### src/rtl/cacheline_adapter_pkg.sv
// Shared widths, state encoding and line/address helpers for the cacheline adapter,
// which bridges 256-bit cache line requests onto a 64-bit burst memory port.
package cacheline_adapter_pkg;

  localparam int ADDR_BITS   = 32;
  localparam int LINE_BITS   = 256;
  localparam int BEAT_BITS   = 64;
  localparam int BEATS       = 4;
  localparam int CNT_BITS    = 2;
  localparam int OFFSET_BITS = 5;

  typedef enum logic [2:0] {
    IDLE,
    WRITE,
    READ_REQ,
    READ_WAIT,
    RESP
  } state_e;

  localparam logic [CNT_BITS-1:0] LAST_BEAT = CNT_BITS'(BEATS - 1);

  // Lines are 32-byte aligned, so the byte offset within a line is dropped.
  function automatic logic [ADDR_BITS-1:0] line_align(input logic [ADDR_BITS-1:0] addr);
    return {addr[ADDR_BITS-1:OFFSET_BITS], {OFFSET_BITS{1'b0}}};
  endfunction

  function automatic logic [BEAT_BITS-1:0] line_beat(input logic [LINE_BITS-1:0] line,
                                                     input logic [CNT_BITS-1:0]  idx);
    logic [BEAT_BITS-1:0] beat;
    beat = '0;
    for (int k = 0; k < BEATS; k++) begin
      if (idx == CNT_BITS'(k)) beat = line[k*BEAT_BITS +: BEAT_BITS];
    end
    return beat;
  endfunction

endpackage

### src/rtl/cacheline_adapter.sv
// Cache line adapter: serialises a 256-bit writeback into four 64-bit beats and
// assembles four tagged 64-bit read beats into a 256-bit fill line.
module cacheline_adapter
  import cacheline_adapter_pkg::*;
(
  input  logic                 clk,
  input  logic                 rst,
  input  logic [ADDR_BITS-1:0] dfp_addr,
  input  logic                 dfp_read,
  input  logic                 dfp_write,
  input  logic [LINE_BITS-1:0] dfp_wdata,
  output logic [LINE_BITS-1:0] dfp_rdata,
  output logic                 dfp_resp,
  output logic [ADDR_BITS-1:0] bmem_addr,
  output logic                 bmem_read,
  output logic                 bmem_write,
  output logic [BEAT_BITS-1:0] bmem_wdata,
  input  logic                 bmem_ready,
  input  logic [ADDR_BITS-1:0] bmem_raddr,
  input  logic [BEAT_BITS-1:0] bmem_rdata,
  input  logic                 bmem_rvalid
);

  state_e                state_q, state_d;
  logic [CNT_BITS-1:0]   cnt_q, cnt_d;
  logic [ADDR_BITS-1:0]  addr_q, addr_d;
  logic [LINE_BITS-1:0]  wline_q, wline_d;
  logic [LINE_BITS-1:0]  rline_q, rline_d;
  logic                  beat_hit;

  // Only beats tagged with our line address belong to this fill.
  assign beat_hit = bmem_rvalid && (bmem_raddr == addr_q);

  always_ff @(posedge clk or negedge rst) begin
    if (!rst) begin
      state_q <= IDLE;
      cnt_q   <= '0;
      addr_q  <= '0;
      wline_q <= '0;
      rline_q <= '0;
    end else begin
      state_q <= state_d;
      cnt_q   <= cnt_d;
      addr_q  <= addr_d;
      wline_q <= wline_d;
      rline_q <= rline_d;
    end
  end

  always_comb begin
    state_d = state_q;
    unique case (state_q)
      IDLE: begin
        if (dfp_write)     state_d = WRITE;
        else if (dfp_read) state_d = READ_REQ;
      end
      WRITE: begin
        if (bmem_ready && (cnt_q == LAST_BEAT)) state_d = RESP;
      end
      READ_REQ: begin
        if (bmem_ready) state_d = READ_WAIT;
      end
      READ_WAIT: begin
        if (beat_hit && (cnt_q == LAST_BEAT)) state_d = RESP;
      end
      RESP:    state_d = IDLE;
      default: state_d = IDLE;
    endcase
  end

  // Datapath next-state: latch the request on IDLE exit, then step one beat per accepted transfer.
  always_comb begin
    cnt_d   = cnt_q;
    addr_d  = addr_q;
    wline_d = wline_q;
    rline_d = rline_q;
    unique case (state_q)
      IDLE: begin
        if (dfp_write) begin
          addr_d  = line_align(dfp_addr);
          wline_d = dfp_wdata;
          rline_d = '0;
          cnt_d   = '0;
        end else if (dfp_read) begin
          addr_d  = line_align(dfp_addr);
          rline_d = '0;
          cnt_d   = '0;
        end
      end
      WRITE: begin
        if (bmem_ready) cnt_d = cnt_q + 1'b1;
      end
      READ_WAIT: begin
        if (beat_hit) begin
          for (int k = 0; k < BEATS; k++) begin
            if (cnt_q == CNT_BITS'(k)) rline_d[k*BEAT_BITS +: BEAT_BITS] = bmem_rdata;
          end
          cnt_d = cnt_q + 1'b1;
        end
      end
      default: begin
      end
    endcase
  end

  always_comb begin
    dfp_resp   = 1'b0;
    dfp_rdata  = '0;
    bmem_read  = 1'b0;
    bmem_write = 1'b0;
    bmem_addr  = '0;
    bmem_wdata = '0;
    unique case (state_q)
      WRITE: begin
        bmem_write = 1'b1;
        bmem_addr  = addr_q;
        bmem_wdata = line_beat(wline_q, cnt_q);
      end
      READ_REQ: begin
        bmem_read = 1'b1;
        bmem_addr = addr_q;
      end
      READ_WAIT: begin
        bmem_addr = addr_q;
      end
      // rline_q is cleared on every acceptance, so a writeback responds with zeros.
      RESP: begin
        dfp_resp  = 1'b1;
        dfp_rdata = rline_q;
      end
      default: begin
      end
    endcase
  end

endmodule

### config.mk
export PLATFORM = sky130hd
export DESIGN_NAME = cacheline_adapter
export DESIGN_NICKNAME = d
export VERILOG_FILES = /design/src/rtl/cacheline_adapter_pkg.sv /design/src/rtl/cacheline_adapter.sv
export SDC_FILE = /design/constraint.sdc
export NUM_CORES = 1
export LEC_CHECK = 0
export ABC_AREA = 1
export CORE_AREA = 4 4 290 292
export DETAILED_ROUTE_END_ITERATION = 6
export DIE_AREA = 0 0 294 296
export HOLD_SLACK_MARGIN = 0.15
export PLACE_DENSITY_LB_ADDON = 0.2
export SYNTH_ARGS = -nofsm -noshare
export SYNTH_HDL_FRONTEND = slang
export SYNTH_SLANG_ARGS = --single-unit
### constraint.sdc
create_clock -name clk -period 2.3 [get_ports clk]
set_clock_uncertainty 0.1 [all_clocks]
set_input_delay 0.46 -clock clk [delete_from_list [all_inputs] [get_ports clk]]
set_output_delay 0.46 -clock clk [all_outputs]
set_load 0.05 [all_outputs]
Yosys cells after proc, flatten, opt, wreduce, memory -nomap -nowiden
Index checks and enable logic that the tools add are counted.
{"block": "op_classes", "add_sub_neg": 1, "eq_ne": 18, "n_mux": 31, "reduce_logical": 17}
{"operator": "$mux 256", "count": 4}
{"operator": "$mux 64", "count": 9}
{"operator": "$pmux 256 s2", "count": 1}
{"operator": "$mux 32", "count": 3}
{"operator": "$eq 32x32->1", "count": 1}
{"operator": "$reduce_and 4->1", "count": 6}
{"operator": "$ne 2x2->1 const B", "count": 9}
{"operator": "$mux 3", "count": 5}
{"operator": "$pmux 3 s4", "count": 1}
{"operator": "$mux 2", "count": 4}
{"operator": "$eq 3x2->1 const B", "count": 2}
{"operator": "$pmux 2 s3", "count": 1}
{"operator": "$eq 2x2->1 const B", "count": 2}
{"operator": "$reduce_and 2->1", "count": 2}
{"operator": "$reduce_bool 2->1", "count": 2}
{"operator": "$eq 3x1->1 const B", "count": 1}
{"operator": "$eq 3x3->1 const B", "count": 1}
{"operator": "$logic_and 1x1->1", "count": 3}
{"operator": "$logic_not 3->1", "count": 1}
{"operator": "$mux 1", "count": 3}
{"operator": "$ne 3x3->1 const B", "count": 1}
{"operator": "$reduce_bool 3->1", "count": 1}
{"operator": "$reduce_or 3->1", "count": 1}
{"operator": "$add 2x1->2 const B", "count": 1}
{"operator": "other kinds (2)", "count": 2}
{"block": "totals", "regBits": 549, "input_bits": 390, "out_inout_bits": 355, "wordCells": 75}

Longest topological paths before layout
{"block": "logic_depth", "depth_word": 6, "depth_mapped": 15, "mapped_depth_nobuf": 13}

Worst setup path after synthesis
Ideal clock, no wire load.
{"block": "synth_path", "path_type": "flip-flop to output port", "start": "reg state_q[1]", "end": "out dfp_rdata[215]", "arrival_ns": 2.524, "t_required_ns": 1.740, "setup_slack_ns": -0.784, "path_stages_with_launch": 8, "path_buffers": 2, "cell_sequence": "dfrtp_1 nor2_1 inv_2 nor2_1 inv_1 clkbuf_1 clkbuf_1 nor2_1"}
{"block": "synth_between", "elab_chain_len": 2}
{"item": "start: declaration", "line": "cacheline_adapter.sv:24", "source": "state_e state_q, state_d;"}
{"item": "start signal: assignment", "line": "cacheline_adapter.sv:42", "source": "state_q <= state_d;"}
{"item": "$eq 3x3->1", "line": "cacheline_adapter.sv:113", "source": "unique case (state_q)"}
{"item": "$mux 256", "line": "cacheline_adapter.sv:113"}
{"item": "end: declaration", "line": "cacheline_adapter.sv:12", "source": "output logic [LINE_BITS-1:0] dfp_rdata,"}
Every way passes these cells.

Worst setup path after layout
{"block": "layout_path", "start": "reg cnt_q[0]", "end": "out bmem_wdata[6]"}
{"block": "layout_between", "elab_chain_len": 6, "elab_cells_between_ends": 9, "classes_between": "3 x eq/ne; 5 x mux; 1 x reduce/logical"}
{"item": "start: declaration", "line": "cacheline_adapter.sv:25", "source": "logic [CNT_BITS-1:0] cnt_q, cnt_d;"}
{"item": "start signal: assignment", "line": "cacheline_adapter.sv:43", "source": "cnt_q <= cnt_d;"}
{"item": "$logic_not 2->1", "line": "cacheline_adapter_pkg.sv:32", "source": "if (idx == CNT_BITS'(k)) beat = line[k*BEAT_BITS +: BEAT_BITS];"}
{"item": "$mux 64 (3 in a row)", "line": "cacheline_adapter_pkg.sv:32"}
{"item": "$mux 64 *", "line": "cacheline_adapter_pkg.sv:32"}
{"item": "$mux 64 *", "line": "cacheline_adapter.sv:113"}
{"item": "end: declaration", "line": "cacheline_adapter.sv:17", "source": "output logic [BEAT_BITS-1:0] bmem_wdata,"}
Mark *: on every way between the ends. The rest lies on a longest branch, timed or not.

==> impl_metrics.toml <==
[route]
route.final.wire_length_mm = 110
antenna_violating_nets_post_route = 0
drc_errors = 0
avgViaCountPerCell = 4.92
via_count = 25000
detail_route.iter0.violations = 1679
first_pass_iters = 5
drt-wirelength-per-cell_um = 21.6

[power_and_ir_drop]
ir_drop_mv = 1.17
swShare_pct = 42.8
total_leakage_power_nw = 20.4
pwr-share-comb_pct = 57.6
finalPower_mw = 63.0
power.clock.fraction_pct = 17.2
power_switching_mw = 26.9
power_density_nw_per_um2 = 1340
register_share_of_total_power_pct = 25.2
p_int_mw = 36.1

[logic_synthesis]
largest_area_contributor_in_the_netlist = "sky130_fd_sc_hd__dfrtp_1"
synth.cell_area_um2 = 26700
sequential_element_share_of_the_synthesized_area_pct = 51.0
post_synth_cell_types = 29
postSynth.topFlopCell = "sky130_fd_sc_hd__dfrtp_1"
synth_enable_flop_cells = 0
synth_cells = 3065
synth.top_cell.area_share_pct = 51.0
ys_top_cells_by_area = "sky130_fd_sc_hd__dfrtp_1, sky130_fd_sc_hd__mux2_2, sky130_fd_sc_hd__nand2_1, sky130_fd_sc_hd__nand4_1, sky130_fd_sc_hd__nor2_1"
synth_seq_cells = 544
synth-async-reset-ratio_pct = 100
ys.warnings.count = 0
synth.avg_cell_area_um2 = 8.71

[global_route]
first_global_vias = 25500
globalRouteTotalUtil_pct = 23.9
globalRoute.totalOverflow = 0
grt_start_max_net_pins = 56
antenna_found_initial = 20
global_route_wire_length_before_repair_mm = 159

[worst_setup_path]
timing.critical_path.max_delay_family = "buffers and inverters"
r2r_slack_ns = -0.12
arrival_ns = 2.48
worstSetupPathDepth = 11
start_kind = "register"
start_of_the_worst_register_to_register_path = "state_q[1]"
required_ns = 1.74
worst-path-buf-inv = 5
cp_cell_sequence = "buf_6, ha_4, nor2_4, buf_12, buf_12, buf_8, a22oi_2, nand2_1, o21ai_2, a21oi_2, buf_12"
end_of_the_worst_register_to_register_path = "wline_q[149]"
timing.setup.critical_path_class = "register to output port"
critical-path-top-cell-by-count = "sky130_fd_sc_hd__buf_12"
timing.critical_path.to_type = "output port"
critPathMaxFanout = 7
reg2reg_depth = 11
crit_path_top_delay_cell = "sky130_fd_sc_hd__dfrtp_1"
cp_slowest_stage_delay_ns = 0.42

[cells_and_area]
stdcell_count = 5084
multi_input_area_um2 = 13800
sequential_cell_area_um2 = 13600
fin_nets = 4350
num-fill-cells = 6819
drive_gt1_share_pct = 37.2
mostFrequentLayoutCell = "sky130_fd_sc_hd__nand2_1"
areaGrowthSynthToFinish_pct = 75.9
postLayoutCoreUtil_pct = 57.5
most_frequent_cells_in_the_layout = "sky130_fd_sc_hd__nand2_1, sky130_fd_sc_hd__dfrtp_1, sky130_fd_sc_hd__clkdlybuf4s50_1, sky130_fd_sc_hd__inv_1, sky130_fd_sc_hd__nor2_4"
fin_area_um2 = 46900

[placed_design]
post-place-cells = 4858
place.port_buffers = 734
placed_cell_area_um2 = 40400
gpl.final_weighted_congestion = 0.854
dp.final_hpwl_mm = 74.2

[sta]
maxSlewViolCount = 0
worstMarginPinSlew_ns = 0.550
max_clock_freq_mhz = 329
finalHoldViolations = 0
finalSetupViolCount = 559
maxSlewHeadroom_pct = 63.0
finalCriticalPeriod_ns = 3.04
hold-worst-slack_ns = 0.276
timing.final.ws_setup_ns = -0.736
min_period_over_period_pct = 132
rsz_0062_raised_after_global_routing = "true"

[floorplanning]
die_height_um = 296
core_um2 = 81600
initial_core_util_pct = 32.7
die_outline_width_um = 294
top_level_ports = 745
rows = 105
dieArea_um2 = 87000

[clocking]
clk_transition_reported_paths_ns = 0.06
clock_insertion_delay_worst_skew_ns = 0.59
cts_htree_levels = 3
cts_tree = "built"
cts_max_path_buffers = 3
clock_buffers_created_by_tritoncts = 66
cts_root_buffer = "sky130_fd_sc_hd__clkbuf_16"
clock_sinks = 544

[hold_path]
hold_path.class = "primary input to asynchronous set/reset pin"

[outcome]
violations = "negative setup slack"
status = "complete, but fails checks"

[flow_run]
maxCapViolCount = 0
[power by group through the flow]
stage / registers [mW] / clock network (mW) / logic [mW]
after global placement: 15.6 / 0 / 31.1
final: 15.9 / 10.9 / 36.3
after CTS: 15.7 / 11.1 / 35.1
after floorplan: 15.1 / 0 / 19.0
after global routing: 16.3 / 11.5 / 38.4
after detailed placement: 15.7 / 0 / 31.3
[per-stage QoR]
step | setup WS [ns] | setup TNS, ns
global placement | -0.327 | -82.45
detailed placement | -0.341 | -86.07
CTS | -0.748 | -154.88
finish | -0.736 | -172.95
floorplan | -0.311 | -7.92
global route | -0.826 | -229.80
[worst reg2reg max path, delay by kind of cell, from the launching register on]
| kind | cells | cell delay (ns) |
|---|---|---|
| buffers and inverters | 7 | 0.89 |
| flip-flops | 1 | 0.43 |
| multiplexers | 1 | 0.35 |
| AND/OR/NAND/NOR | 3 | 0.52 |
[how the worst max path moves through the flow]
stage,start,endpoint
4_1_cts,cnt_q[0],bmem_wdata[6]
2_1_floorplan,cnt_q[0],bmem_wdata[51]
3_5_place_dp,bmem_raddr[26],cnt_q[0]
6_report,cnt_q[0],bmem_wdata[6]
3_3_place_gp,bmem_raddr[26],cnt_q[1]
5_1_grt,cnt_q[0],bmem_wdata[6]
[cell families after synthesis]
group | count (synthesis) | synth area share [%]
AND/OR/NAND/NOR | 1330 | 21.4
buffers and inverters | 630 | 10.3
flip-flops | 544 | 51.0
AO/OA/AOI/OAI | 293 | 6.14
multiplexers | 256 | 10.8
XOR/XNOR | 7 | 0.230
adder cells (fa/ha/maj) | 4 | 0.188
other | 1 | 0.0141
[layer usage]
metal / vias up / global-route usage, % / share of wire, %
met5: - / 0 / 0.16
met4: 24 / 6.95 / 2.8
met3: 188 / 6.00 / 7.6
met2: 878 / 41.7 / 51
met1: 12200 / 29.4 / 39
li1: 11700 / - / -
[cell type report]
type	instances	area share, %
timing repair buffer	1042	30.1
multi-input combinational	1895	29.4
sequential	544	29.0
clock buffer	92	4.05
inverter	397	3.34
tap	1070	2.85
clock inverter	26	0.728
timing repair inverter	10	0.432
antenna	8	0.0427
[sequential cells by signal, summed over array words and instances, names as in the netlist]
name / cells
addr_q: 27
cnt_q: 2
rline_q: 256
state_q: 3
wline_q: 256
[synthesized netlist by cell type (3+ instances only)]
master,n
sky130_fd_sc_hd__a21oi_1,93
sky130_fd_sc_hd__a22oi_1,63
sky130_fd_sc_hd__buf_1,15
sky130_fd_sc_hd__buf_2,39
sky130_fd_sc_hd__buf_4,54
sky130_fd_sc_hd__buf_6,16
sky130_fd_sc_hd__clkbuf_1,109
sky130_fd_sc_hd__dfrtp_1,544
sky130_fd_sc_hd__ha_1,4
sky130_fd_sc_hd__inv_1,388
sky130_fd_sc_hd__inv_2,9
sky130_fd_sc_hd__mux2_1,20
sky130_fd_sc_hd__mux2_2,236
sky130_fd_sc_hd__nand2_1,659
sky130_fd_sc_hd__nand3_1,5
sky130_fd_sc_hd__nand3_2,4
sky130_fd_sc_hd__nand4_1,260
sky130_fd_sc_hd__nor2_1,396
sky130_fd_sc_hd__nor2_2,3
sky130_fd_sc_hd__o21ai_0,132
sky130_fd_sc_hd__o21ai_2,3
sky130_fd_sc_hd__xnor2_1,4
sky130_fd_sc_hd__xor2_1,3
[timing repair]
item / CTS / global route
endpoints found under the hold margin: 282 / 0
resized for setup: 622 / 117
pin swaps: 103 / 72
setup endpoints to repair: 363 / 778
buffers inserted: 48 / 17
hold buffers: 1 / 0
gates cloned: 31 / 21
No activity file was read; power rests on OpenSTA's default activity.
